<file path="config.mk">
export PLATFORM = sky130hd
export DESIGN_NAME = rom_download_bridge
export DESIGN_NICKNAME = d
export VERILOG_FILES = /design/src/rtl/rom_download_bridge.sv
export SDC_FILE = /design/constraint.sdc
export NUM_CORES = 1
export LEC_CHECK = 0
export CAP_MARGIN = 20
export CORE_AREA = 2 2 120 122
export DETAILED_ROUTE_END_ITERATION = 7
export DIE_AREA = 0 0 122 124
export HOLD_SLACK_MARGIN = 0.08
export PLACE_DENSITY = 0.84
export SETUP_SLACK_MARGIN = 0.1
export SYNTH_ARGS = -nofsm -noshare
export SYNTH_HDL_FRONTEND = slang
export SYNTH_SLANG_ARGS = --single-unit
export TNS_END_PERCENT = 50
</file>
<file path="constraint.sdc">
create_clock -name clk_sys -period 13.85 [get_ports clk_sys]
set_input_delay 2.77 -clock clk_sys [delete_from_list [all_inputs] [get_ports clk_sys]]
set_output_delay 2.77 -clock clk_sys [all_outputs]
set_load 0.005 [all_outputs]
</file>
<file path="src/rtl/rom_download_bridge.sv">
// Bridges the HPS ioctl byte stream into SDRAM-word writes over a toggle handshake,
// with a side path that captures DIP-switch bytes.
module rom_download_bridge #(
  parameter int DATA_BYTES = 2,
  parameter int ADDR_W     = 24,
  parameter int ROM_INDEX  = 0,
  parameter int DIP_INDEX  = 254,
  parameter int DIP_BYTES  = 8,
  parameter int SWAP       = 0
) (
  input  logic                    clk_sys,
  input  logic                    reset_n,
  input  logic                    ioctl_download,
  input  logic [7:0]              ioctl_index,
  input  logic                    ioctl_wr,
  input  logic [24:0]             ioctl_addr,
  input  logic [7:0]              ioctl_dout,
  output logic                    ioctl_wait,
  output logic [ADDR_W-1:0]       sdr_addr,
  output logic [8*DATA_BYTES-1:0] sdr_din,
  output logic [DATA_BYTES-1:0]   sdr_be,
  output logic                    sdr_req,
  input  logic                    sdr_ack,
  output logic [8*DIP_BYTES-1:0]  dip_sw,
  output logic [24:0]             bytes_loaded,
  output logic                    dl_done
);

  localparam int LANE_W = (DATA_BYTES > 1) ? $clog2(DATA_BYTES) : 1;
  localparam logic [LANE_W-1:0] TOP_LANE = LANE_W'(DATA_BYTES - 1);
  localparam logic [7:0] ROM_IDX = 8'(ROM_INDEX);
  localparam logic [7:0] DIP_IDX = 8'(DIP_INDEX);

  localparam logic [2:0] S_IDLE     = 3'd0;
  localparam logic [2:0] S_FILL     = 3'd1;
  localparam logic [2:0] S_ISSUE    = 3'd2;
  localparam logic [2:0] S_WAIT_ACK = 3'd3;
  localparam logic [2:0] S_DRAIN    = 3'd4;

  logic [2:0]              state;
  logic                    drain_flag;
  logic                    pend_vld;
  logic                    pend_top;
  logic [7:0]              pend_byte;
  logic [LANE_W-1:0]       pend_lane;
  logic [ADDR_W-1:0]       pend_addr;

  // These survive reset_n, so they only rely on their power-up value.
  logic                    dl_prev = 1'b0;
  logic                    dl_rom  = 1'b0;
  logic [24:0]             bytes_q = '0;
  logic [8*DIP_BYTES-1:0]  dip_q   = '0;

  logic [LANE_W-1:0]       addr_lane;
  logic [LANE_W-1:0]       phys_lane;
  logic [ADDR_W-1:0]       word_addr;
  logic                    addr_top;
  logic                    rom_wr;
  logic                    dip_wr;
  logic                    dl_rise;
  logic                    dl_fall;
  logic                    idle_fill;
  logic                    buf_used;
  logic                    split;
  logic                    ack_seen;
  logic                    drain_now;
  logic                    take_now;
  logic                    take_pend;

  assign addr_lane = LANE_W'(ioctl_addr % 25'(DATA_BYTES));
  assign phys_lane = (SWAP != 0) ? TOP_LANE - addr_lane : addr_lane;
  assign word_addr = ADDR_W'(ioctl_addr / 25'(DATA_BYTES));
  assign addr_top  = (addr_lane == TOP_LANE);

  assign rom_wr    = ioctl_wr && !ioctl_wait && (ioctl_index == ROM_IDX);
  assign dip_wr    = ioctl_wr && !ioctl_wait && (ioctl_index == DIP_IDX);
  assign dl_rise   = ioctl_download && !dl_prev;
  assign dl_fall   = !ioctl_download && dl_prev && dl_rom;
  assign idle_fill = (state == S_IDLE) || (state == S_FILL);
  assign buf_used  = |sdr_be;
  assign split     = buf_used && (word_addr != sdr_addr);
  assign ack_seen  = (state == S_WAIT_ACK) && (sdr_ack == sdr_req);
  assign drain_now = drain_flag || dl_fall;
  assign take_now  = reset_n && idle_fill && !dl_fall && rom_wr && !split;
  assign take_pend = reset_n && ack_seen && pend_vld;

  assign bytes_loaded = bytes_q;
  assign dip_sw       = dip_q;

  always_ff @(posedge clk_sys) begin
    dl_prev <= ioctl_download;
    if (dl_rise) dl_rom <= (ioctl_index == ROM_IDX);
    if (dl_rise && (ioctl_index == ROM_IDX)) bytes_q <= '0;
    else if (take_now || take_pend) bytes_q <= bytes_q + 25'd1;
    if (dip_wr) begin
      for (int k = 0; k < DIP_BYTES; k++) begin
        if (ioctl_addr == 25'(k)) dip_q[8*k +: 8] <= ioctl_dout;
      end
    end
  end

  always_ff @(posedge clk_sys) begin
    if (!reset_n) begin
      state      <= S_IDLE;
      ioctl_wait <= 1'b0;
      sdr_be     <= '0;
      sdr_addr   <= '0;
      sdr_din    <= '0;
      dl_done    <= 1'b0;
      pend_vld   <= 1'b0;
      drain_flag <= 1'b0;
      sdr_req    <= sdr_ack;
    end else begin
      dl_done <= 1'b0;
      case (state)
        S_IDLE, S_FILL: begin
          if (dl_fall) begin
            if (buf_used) begin
              state      <= S_DRAIN;
              ioctl_wait <= 1'b1;
              drain_flag <= 1'b1;
            end else begin
              dl_done <= 1'b1;
              state   <= S_IDLE;
            end
          end else if (rom_wr) begin
            state <= S_FILL;
            if (split) begin
              // Byte for a different word waits here until the partial word is out.
              pend_vld   <= 1'b1;
              pend_byte  <= ioctl_dout;
              pend_lane  <= phys_lane;
              pend_top   <= addr_top;
              pend_addr  <= word_addr;
              state      <= S_ISSUE;
              ioctl_wait <= 1'b1;
            end else begin
              sdr_din[8*phys_lane +: 8] <= ioctl_dout;
              sdr_be[phys_lane]         <= 1'b1;
              sdr_addr                  <= word_addr;
              if (addr_top) begin
                state      <= S_ISSUE;
                ioctl_wait <= 1'b1;
              end
            end
          end
        end
        S_ISSUE, S_DRAIN: begin
          if (dl_fall) drain_flag <= 1'b1;
          sdr_req <= ~sdr_req;
          state   <= S_WAIT_ACK;
        end
        S_WAIT_ACK: begin
          if (dl_fall) drain_flag <= 1'b1;
          if (ack_seen) begin
            sdr_din <= '0;
            sdr_be  <= '0;
            if (pend_vld) begin
              pend_vld                  <= 1'b0;
              sdr_din[8*pend_lane +: 8] <= pend_byte;
              sdr_be[pend_lane]         <= 1'b1;
              sdr_addr                  <= pend_addr;
              if (pend_top) state <= S_ISSUE;
              else if (drain_now) state <= S_DRAIN;
              else begin
                state      <= S_FILL;
                ioctl_wait <= 1'b0;
              end
            end else if (drain_now) begin
              drain_flag <= 1'b0;
              dl_done    <= 1'b1;
              state      <= S_IDLE;
              ioctl_wait <= 1'b0;
            end else begin
              state      <= S_FILL;
              ioctl_wait <= 1'b0;
            end
          end
        end
        default: state <= S_IDLE;
      endcase
    end
  end

endmodule

</file>
# Yosys cells after proc, flatten, opt, wreduce, memory -nomap -nowiden
# Index checks and enable logic that the tools add are counted.
# word_totals
register_bits	174
output_inout_bits	134
# classes
add_sub_neg	3
n_lt_le_gt_ge	4
eq_ne	28
shifts	4
muxes	63
n_bitwise	4
reduce_logical	48
# ops
cell	n
2-to-1 mux 24 bit	5
== test 25 x 3 -> 1 bit (second input constant)	4
2-to-1 mux 16 bit	5
negation 4 -> 34 bit	2
variable shift 8 x 34 -> 16 bit (first input constant)	2
indexed part select 8 x 34 -> 16 bit	2
== test 25 x 2 -> 1 bit (second input constant)	2
case mux 24 bit (2 select lines)	1
case mux 16 bit (2 select lines)	1
2-to-1 mux 1 bit	28
adder 25 x 1 -> 25 bit (second input constant)	1
== test 25 x 1 -> 1 bit (second input constant)	1
logical NOT 25 bit	1
inequality test 24 bit	1
2-to-1 mux 3 bit	7
AND reduction 2 bit	9
logical AND 1 bit	17
AND 16 bit	1
bitwise mux 16 bit	1
inequality test 2 bit (second input constant)	8
AND reduction 5 bit	3
2-to-1 mux 2 bit	7
inequality test 3 bit (second input constant)	4
case mux 3 bit (3 select lines)	1
other kinds (25)	40

# Depth between registers and ports, before layout
# Gate-level depths: netlist (run 1).
# logic_depth
ltp_word	9
mapped_depth	10
ltp_nobuf	6

# Least setup slack after synthesis (run 1)
# OpenSTA, ideal clock, no wires.
# synth_timing
path_kind	input-to-reg
from	in ioctl_index[1]
to	reg pend_addr[0] (enable)
setup_time_ns	0.471
arrival_time_ns	6.301
slack_ns	7.078
cell_stages	4
n_path_buf	1
path_cell_list	or4_1 -> or3_1 -> clkbuf_2 -> nor3b_1
# synth_between
elab_chain_cells	3
# synth_rtl
element	line	rtl
from (decl)	14	input logic [7:0] ioctl_index,
logical NOT 8 bit	75	assign rom_wr = ioctl_wr && !ioctl_wait && (ioctl_index == ROM_IDX);
logical AND 1 bit	75	
AND reduction 5 bit (no line)	n/a	
to (signal assigned)	134	pend_addr <= word_addr;
to (decl)	46	logic [ADDR_W-1:0] pend_addr;
# Every way passes these cells.
# A chain may end at the register's enable or synchronous reset.

# Final worst setup path (run 1)
# layout_timing
from	in ioctl_index[5]
to	reg sdr_addr[23]
# layout_between
elab_chain_cells	4
# layout_rtl
element	line	rtl
logical NOT 8 bit	75	
logical AND 1 bit	75	
inequality test 2 bit (no line)	n/a	
AND reduction 6 bit (no line)	n/a	
to (signal assigned)	140	sdr_addr <= word_addr;
to (signal assigned)	162	sdr_addr <= pend_addr;
to (decl)	19	output logic [ADDR_W-1:0] sdr_addr,
# Every way passes these cells.

==> results.txt, run 1 <==
Critical Path RT = 14.22 ns
Initial Util = 52.7%
Post-synth EDFFs = 99
Setup violators final = 0
GR Layer Usage met2 = 41.7%
Fin crit period = 6.03 ns
Gpl congestion = 0.885
Drt wl/cell = 19.0 µm
H-tree depth = 4
Hold crit path type = register to register
Yosys warns = 0
Sink Count = 174
Crit share post-route = 43.5%
Leakage Power = 3.33 nW
Chip Height = 124 µm
Commonest cells after routing, fill and taps aside = clkdlybuf4s50_1 (178), edfxtp_1 (99), dfxtp_1 (75), nor2_1 (47), o221a_2 (42)
Core area = 13700 µm²
Antenna cells = 0
GR met3 Demand/Resource = 4.99%
Placed insts = 958
Skew final = 0.00917 ns
Overflow after GRT = 0
Setup CP Type = input pin to register
Grt met1 use = 32.1%
Top_reg_cell synth = edfxtp_1
Via count = 5971
Vias/cell = 6.03
FFs w/ async S/R, synth = 0%
Max-Cap Viols = 0
Nets = 845
Crit-path max FO = 24
Count of final hold-check violations = 0
CP startpoint = ioctl_index[5]
Synthesized net count = 685
Total power = 1.05 mW
I/O pin cnt = 180
Mean Syn Cell Area = 11.3 µm²
Antenna violations before repair = 0
Count of input and output buffers = 179
Fillers = 969
Storage cell area = 4470 µm²
Longest Clk Path Bufs = 2
Antenna viol nets, final = 0
FF-to-FF Start = state[1]$_SDFFE_PN0P_
Fmax achieved = 166 MHz
Residual DRC = 0
CTS Root Cell = clkbuf_16
CTS tree = done
Worst-margin pin slew = 1.11 ns
Post-CTS Setup Bufs = 0
Crit. End Element = register
Share of layout cells above drive strength 1 = 11.1%
Final TNS setup = 0 ns
Vias in the first global route = 5634
Max VDD drop = 0.0548 mV
Sequential fraction of the synthesis area = 61.8%
Most common cell after layout, fill and taps aside = clkdlybuf4s50_1
Row Count = 43
CTS clk-pin slew, worst paths = 0.06 ns
CP delay by family, top = simple AND/OR/NAND/NOR gates
Tot GR Track Use = 25.0%
Hold path start = ioctl_wait$_SDFFE_PN0P_
Final Cell Area = 9700 µm²
Post-synthesis register bit count = 174
Largest stage delay on the critical path = 0.81 ns
Grt peak-use layer = met2
DP HPWL = 13100 µm
Largest net degree at the start of global routing = 54
Placement Cell Area = 9130 µm²
Relative slew slack = 25.9%
Skew-Pair Late Insertion Delay = 0.43 ns
RSZ-0062 raised after global routing = false
Chip Width = 122 µm
CTS Buf Count = 17
Status = finished clean
CTS resizes = 0
Post-route insts no fill = 991
Mapped Area = 7240 µm²
DR iter-0 viols = 732
CP bufs+invs = 1
DRT Wirelength = 18800 µm
Power per cell area = 108 nW/µm²
Critical path, cell by cell = clkdlybuf4s50_1, or4_4, or3_1, a2111oi_0, a21oi_4, nor2_2, o221a_2
Startpoint types = input pin
Crit path DAT = 6.40 ns
CP max-delay cell = a2111oi_0
First drt pass iteration count = 8
Number of distinct library cells after synthesis = 45
Area of the multi-input gates = 2460 µm²
Max-slew violation count = 0
Post-Syn Instances = 638
CTS Hold Bufs = 0
Layout area overhead = 34.1%
First-pass GRT wire length = 29100 µm
Die area = 15100 µm²
flip-flops by register name, summed over array words and instances, names as in the netlist:
register and flops:
pend_byte 8, dip_sw 64, sdr_din 16, dl_rom 1
sdr_be 2, pend_lane 1, state 3, drain_flag 1
pend_addr 24, dl_done 1, bytes_loaded 25, dl_prev 1
pend_vld 1, ioctl_wait 1, sdr_addr 24, sdr_req 1
worst paths after layout:
check,end,slack (ns),cells past startpoint
worst max-delay path,sdr_addr[23]$_SDFFE_PN0P_,7.82,7
worst min-delay path,ioctl_wait$_SDFFE_PN0P_,0.48,2
worst max register to register,sdr_addr[23]$_SDFFE_PN0P_,10.09,7
worst min register to register,ioctl_wait$_SDFFE_PN0P_,0.48,2
worst min-delay path: cells and delay by family, from the launching register on:
family / cells / cell delay [ns]
DFF: 1 / 0.32
muxes: 1 / 0.06
and+or+nand+nor: 1 / 0.05
power breakdown:
group | internal [mW] | leakage [nW] | switching (mW)
Sequential | 0.546 | 1.50 | 0.00161
Clock | 0.251 | 0.276 | 0.203
Combinational | 0.0219 | 1.55 | 0.0252
synth_stat cells, drive strengths merged, types with 6 or more instances:
master | instances | area [µm²]
dfxtp | 75 | 1500
nor2 | 49 | 189
o221a | 42 | 473
inv | 38 | 143
a21oi | 39 | 199
and2 | 6 | 37.5
edfxtp | 99 | 2970
xnor2 | 26 | 228
or4 | 9 | 71.3
a31oi | 33 | 206
o31ai | 8 | 60.1
nand3 | 14 | 70.1
nor4 | 10 | 62.6
clkbuf | 42 | 159
nor3 | 8 | 40.0
nand2 | 36 | 135
or3 | 15 | 93.8
nand4 | 15 | 93.8
o21ai | 28 | 140
per-stage QoR:
stage                     util, %  hold WS, ns  setup slack, ns
after floorplan                 -        0.462             7.08
after global placement       66.6        0.472             7.59
after detailed placement     66.6        0.468             7.44
after CTS                    70.7        0.488             7.87
after global routing         70.7        0.515             7.67
final                        70.7        0.482             7.82
per-layer routing:
metal / share of wire [%] / wire [µm] / vias to the layer above
met3: 9.0 / 1690 / 44
met4: 2.6 / 493 / 0
li1: - / - / 2738
met5: 0 / 0 / -
met2: 48 / 9090 / 339
met1: 40 / 7550 / 2850
layout make-up:
cell class                      instances  area share [%]
Clock buffer                           18            4.42
Inverter                               38            1.47
Timing Repair Buffer                  186            18.9
Multi-Input combinational cell        381            25.4
Sequential cell                       174            46.1
Clock inverter                         14            1.37
Tap cell                              180            2.32
cells by family (layout without fill, tap and decap cells):
| family | Yosys count | count (layout) | share of synthesized area, % |
|---|---|---|---|
| xor+xnor | 28 | 28 | 3.39 |
| fa+ha+maj | 1 | 1 | 0.173 |
| buf+inv | 83 | 256 | 4.44 |
| flops | 174 | 174 | 61.8 |
| compound gates | 166 | 166 | 16.7 |
| simple gates | 184 | 184 | 13.2 |
| mux | 2 | 2 | 0.277 |
(Power assumes the default switching activity.)
==> run 2, diff against run 1 <==
--- a/config.mk
+++ b/config.mk
@@ -6,11 +6,11 @@
 export NUM_CORES = 1
 export LEC_CHECK = 0
 export CAP_MARGIN = 20
-export CORE_AREA = 2 2 120 122
+export CORE_AREA = 2 2 125 127
 export DETAILED_ROUTE_END_ITERATION = 7
-export DIE_AREA = 0 0 122 124
+export DIE_AREA = 0 0 127 129
 export HOLD_SLACK_MARGIN = 0.08
-export PLACE_DENSITY = 0.84
+export PLACE_DENSITY = 0.78
 export SETUP_SLACK_MARGIN = 0.1
 export SYNTH_ARGS = -nofsm -noshare
 export SYNTH_HDL_FRONTEND = slang
==> constraint.sdc (replaced) <==
create_clock -name clk_sys -period 6.1 [get_ports clk_sys]
set_input_delay 1.22 -clock clk_sys [delete_from_list [all_inputs] [get_ports clk_sys]]
set_output_delay 1.22 -clock clk_sys [all_outputs]
set_load 0.005 [all_outputs]
==> run 2 against run 1 <==
Clock skew fell by 0.0026 ns; utilization fell by 5.3 points; sequential share of layout area fell by 0.45 points; power rose by 140%; flip-flop and latch count did not move; routed wire length rose by 1.5%; non-clock buffer count rose by 2; combinational power rose by 130%; hold slack improved by 0.022 ns; global-route usage fell by 1.4 points; largest power group unchanged; highest routed layer unchanged.
==> results.txt, run 2 (same netlist as run 1, synthesis figures left out) <==
Status = finished clean
Antenna violations before repair = 0
Number of flip-flops in the largest register = 64
Via count = 5888
Most common cell after layout, fill and taps aside = clkdlybuf4s50_1
CP max-delay cell = a2111oi_0
First-pass GRT wire length = 30200 µm
Crit. End Element = register
Overflow after GRT = 0
Startpoint types = input pin
DR iter-0 viols = 644
Critical Path RT = 6.47 ns
Largest stage delay on the critical path = 0.72 ns
Residual DRC = 0
Count of final hold-check violations = 0
Power per cell area = 256 nW/µm²
Setup CP Type = input pin to register
Drt wl/cell = 19.1 µm
Internal = 1.99 mW
H-tree depth = 4
Skew final = 0.00652 ns
Switch Pwr = 522 µW
CTS Root Cell = clkbuf_16
CTS Buf Count = 17
Count of input and output buffers = 179
CTS Hold Bufs = 0
Worst-margin pin slew = 1.04 ns
Gpl congestion = 0.886
Sw Share = 20.8%
DP HPWL = 13000 µm
Row Count = 45
Setup violators final = 0
Largest net degree at the start of global routing = 54
Tot GR Track Use = 23.6%
Layout area overhead = 35.4%
Post-CTS Setup Bufs = 0
Clock Power Share = 46.2%
Skew-Pair Late Insertion Delay = 0.43 ns
Chip Height = 129 µm
CTS clk-pin slew, worst paths = 0.06 ns
CTS tree = done
Hold crit path type = register to register
Vias in the first global route = 5633
Die area = 16400 µm²
Antenna cells = 0
Comb power frac = 4.3%
Fmax achieved = 228 MHz
Sink Count = 174
Crit share post-route = 72.0%
Crit path DAT = 4.76 ns
Initial Util = 48.3%
First drt pass iteration count = 5
Nets = 847
Leakage Power = 3.37 nW
Share of layout cells above drive strength 1 = 11.2%
Chip Width = 127 µm
Commonest cells after routing, fill and taps aside = clkdlybuf4s50_1 (178), edfxtp_1 (99), dfxtp_1 (75), nor2_1 (47), o221a_2 (42)
Critical path, cell by cell = clkdlybuf4s50_1, or4_1, or3_1, a2111oi_0, a21oi_4, buf_4, a21oi_2, o221a_2
Antenna viol nets, final = 0
Vias/cell = 5.88
Flop pwr share = 49.6%
Core area = 15000 µm²
Fin crit period = 4.39 ns
DRT Wirelength = 19100 µm
CTS resizes = 0
Longest Clk Path Bufs = 2
RSZ-0062 raised after global routing = false
Max-slew violation count = 0
Crit-path max FO = 27
Total power = 2.51 mW
Max VDD drop = 0.176 mV
Max-Cap Viols = 0
Relative slew slack = 30.1%
Final TNS setup = 0 ns
I/O pin cnt = 180
## run 2: per-layer routing
layer | up-vias | global-route usage, % | share of wire, %
li1 | 2733 | - | -
met1 | 2835 | 30.1 | 41
met2 | 281 | 39.0 | 48
met3 | 39 | 5.99 | 7.9
met4 | 0 | 9.05 | 2.4
met5 | - | 0 | 0
## run 2: layout make-up
cell class,instances,area [µm²]
fill,1094,5180
sequential,174,4470
multi-input combinational,381,2460
timing repair buffer,188,1850
clock buffer,19,433
tap,188,235
clock inverter,13,199
inverter,38,143
## run 2: power groups by stage
stage               clock network (mW)  logic, mW  registers, mW
floorplan                            0     0.0432           1.27
global placement                     0      0.102           1.27
detailed placement                   0      0.105           1.27
CTS                               1.17      0.106           1.24
global route                      1.22      0.115           1.24
finish                            1.16      0.107           1.24
## run 2: critical path, delay by kind of cell
family | cells | cell delay, ns
AO/OA/AOI/OAI | 4 | 1.67
buffers and inverters | 2 | 0.78
AND/OR/NAND/NOR | 2 | 1.08
## run 2: final timing paths
kind / start / cells past startpoint / slack (ns) / endpoint
max: ioctl_index[0] / 8 / 1.71 / sdr_din[3]$_SDFFE_PN0P_
min: bytes_loaded[6]$_SDFFE_PP0P_ / 2 / 0.50 / bytes_loaded[6]$_SDFFE_PP0P_
max reg2reg: state[1]$_SDFFE_PN0P_ / 8 / 2.45 / sdr_din[3]$_SDFFE_PN0P_
min reg2reg: bytes_loaded[6]$_SDFFE_PP0P_ / 2 / 0.50 / bytes_loaded[6]$_SDFFE_PP0P_
## run 2: stage by stage
step / std cells / utilization, % / area [µm²] / worst slack [ns] / hold WS, ns
after floorplan: 638 / - / 7240 / 0.878 / 0.462
after detailed placement: 968 / 61.2 / 9160 / 1.28 / 0.495
after CTS: 1000 / 65.4 / 9790 / 1.73 / 0.506
final: 1001 / 65.4 / 9800 / 1.71 / 0.503
after global placement: 968 / 61.2 / 9160 / 1.43 / 0.472
after global routing: 1001 / 65.4 / 9800 / 1.55 / 0.541
==> run 3, diff against run 2 <==
==> constraint.sdc (replaced) <==
create_clock -name clk_sys -period 4.05 [get_ports clk_sys]
set_input_delay 0.81 -clock clk_sys [delete_from_list [all_inputs] [get_ports clk_sys]]
set_output_delay 0.81 -clock clk_sys [all_outputs]
set_load 0.005 [all_outputs]
==> run 3 against run 2 <==
Sequential power up 51%; via count up 2.6%; die area unchanged; global-route usage up 0.21 points; combinational power up 53%; final area up 1.1%; worst setup slack worse by 1.2 ns; clock skew up 0.0077 ns; sequential share of layout area down 0.51 points; clock-buffer cell count down 2; largest power group unchanged.
==> results.txt, run 3 (same netlist as run 1, synthesis figures left out) <==
Crit share post-route = 87.0%
DP HPWL = 13200 µm
Post-CTS Setup Bufs = 0
Placed insts = 984
Setup CP Type = input pin to register
Worst-margin pin slew = 0.670 ns
RSZ-0062 raised after global routing = false
Number of flip-flops in the largest register = 64
Die area = 16400 µm²
Hold_ws = 0.510 ns
CTS clk-pin slew, worst paths = 0.07 ns
CTS resizes = 0
CTS Buf Count = 17
I/O pin cnt = 180
Critical Path RT = 4.34 ns
Max-Cap Viols = 0
Max-slew violation count = 0
Commonest cells after routing, fill and taps aside = clkdlybuf4s50_1 (178), edfxtp_1 (99), dfxtp_1 (75), nor2_1 (47), o221a_2 (42)
Count of final hold-check violations = 0
Nets = 863
Max VDD drop = 0.318 mV
Via count = 6040
Row Count = 45
CTS tree = done
Hold crit path type = register to register
Overflow after GRT = 0
Residual DRC = 0
Chip Width = 127 µm
Count of input and output buffers = 179
Antenna violations before repair = 0
Fillers = 1125
Power per cell area = 368 nW/µm²
Tot GR Track Use = 23.8%
Drt wl/cell = 19.2 µm
Chip Height = 129 µm
Leakage Power = 3.45 nW
Fmax achieved = 284 MHz
H-tree depth = 4
Most common cell after layout, fill and taps aside = clkdlybuf4s50_1
Status = finished clean
First drt pass iteration count = 5
Gpl congestion = 0.880
Share of layout cells above drive strength 1 = 13.1%
Layout area overhead = 36.9%
Antenna viol nets, final = 0
Longest Clk Path Bufs = 2
Initial Util = 48.3%
DR iter-0 viols = 503
Relative slew slack = 55.2%
First-pass GRT wire length = 30500 µm
Crit path DAT = 3.82 ns
CTS Hold Bufs = 0
Skew-Pair Late Insertion Delay = 0.43 ns
CTS Root Cell = clkbuf_16
DRT Wirelength = 19500 µm
Sink Count = 174
Vias/cell = 5.94
Fin crit period = 3.52 ns
Antenna cells = 0
Skew final = 0.0142 ns
Post-route insts no fill = 1017
Fin util = 66.1%
Startpoint types = input pin
Setup violators final = 0
Largest net degree at the start of global routing = 52
Vias in the first global route = 5796
Crit-path max FO = 27
Core area = 15000 µm²
Final TNS setup = 0 ns
Crit. End Element = register
run 3: critical path, stage by stage:
cell and delay [ns]:
clkdlybuf4s50_1 0.44, or4_4 0.55, or3_1 0.49, nor4_1 0.40, a21oi_2 0.16, buf_8 0.19
buf_4 0.17, o311ai_0 0.43, o41ai_1 0.18
run 3: final timing paths:
kind                                                      end               startpoint  depth (start not counted)  slack, ns
worst max-delay path            bytes_loaded[23]$_SDFFE_PP0P_           ioctl_index[5]                          9       0.53
worst min-delay path                  ioctl_wait$_SDFFE_PN0P_  ioctl_wait$_SDFFE_PN0P_                          2       0.51
worst max register to register        sdr_din[2]$_SDFFE_PN0P_    state[1]$_SDFFE_PN0P_                          8       1.08
worst min register to register        ioctl_wait$_SDFFE_PN0P_  ioctl_wait$_SDFFE_PN0P_                          2       0.51
run 3: metrics by stage:
stage               power [mW]  worst slack (ns)  area (µm²)
finish                    3.65             0.526        9910
global route              3.76             0.420        9910
CTS                       3.67             0.493        9890
detailed placement        2.07            0.0404        9300
global placement          2.07             0.267        9300
floorplan                 1.98             0.400        7240
run 3: report_power, final:
group	internal (mW)	total (mW)	switching, mW
Combinational	0.0759	0.164	0.0881
Clock	0.830	1.61	0.780
Sequential	1.87	1.87	0.00541
Total	2.77	3.65	0.873
run 3: area by class of cell:
class	instances	area (µm²)	area share, %
flip-flops and latches	174	4470	45.2
well taps	188	235	2.37
clock buffers	17	425	4.29
repair buffers	204	1990	20.1
clock inverters	15	168	1.69
inverters	38	143	1.44
multi-input cells	381	2470	24.9
run 3: metal layers:
| layer | global-route usage (%) | up-vias | wire length, µm |
|---|---|---|---|
| li1 | - | 2771 | - |
| met1 | 29.9 | 2914 | 8030 |
| met2 | 38.6 | 307 | 9270 |
| met3 | 6.40 | 48 | 1600 |
| met4 | 11.3 | 0 | 600 |
| met5 | 0 | - | 0 |
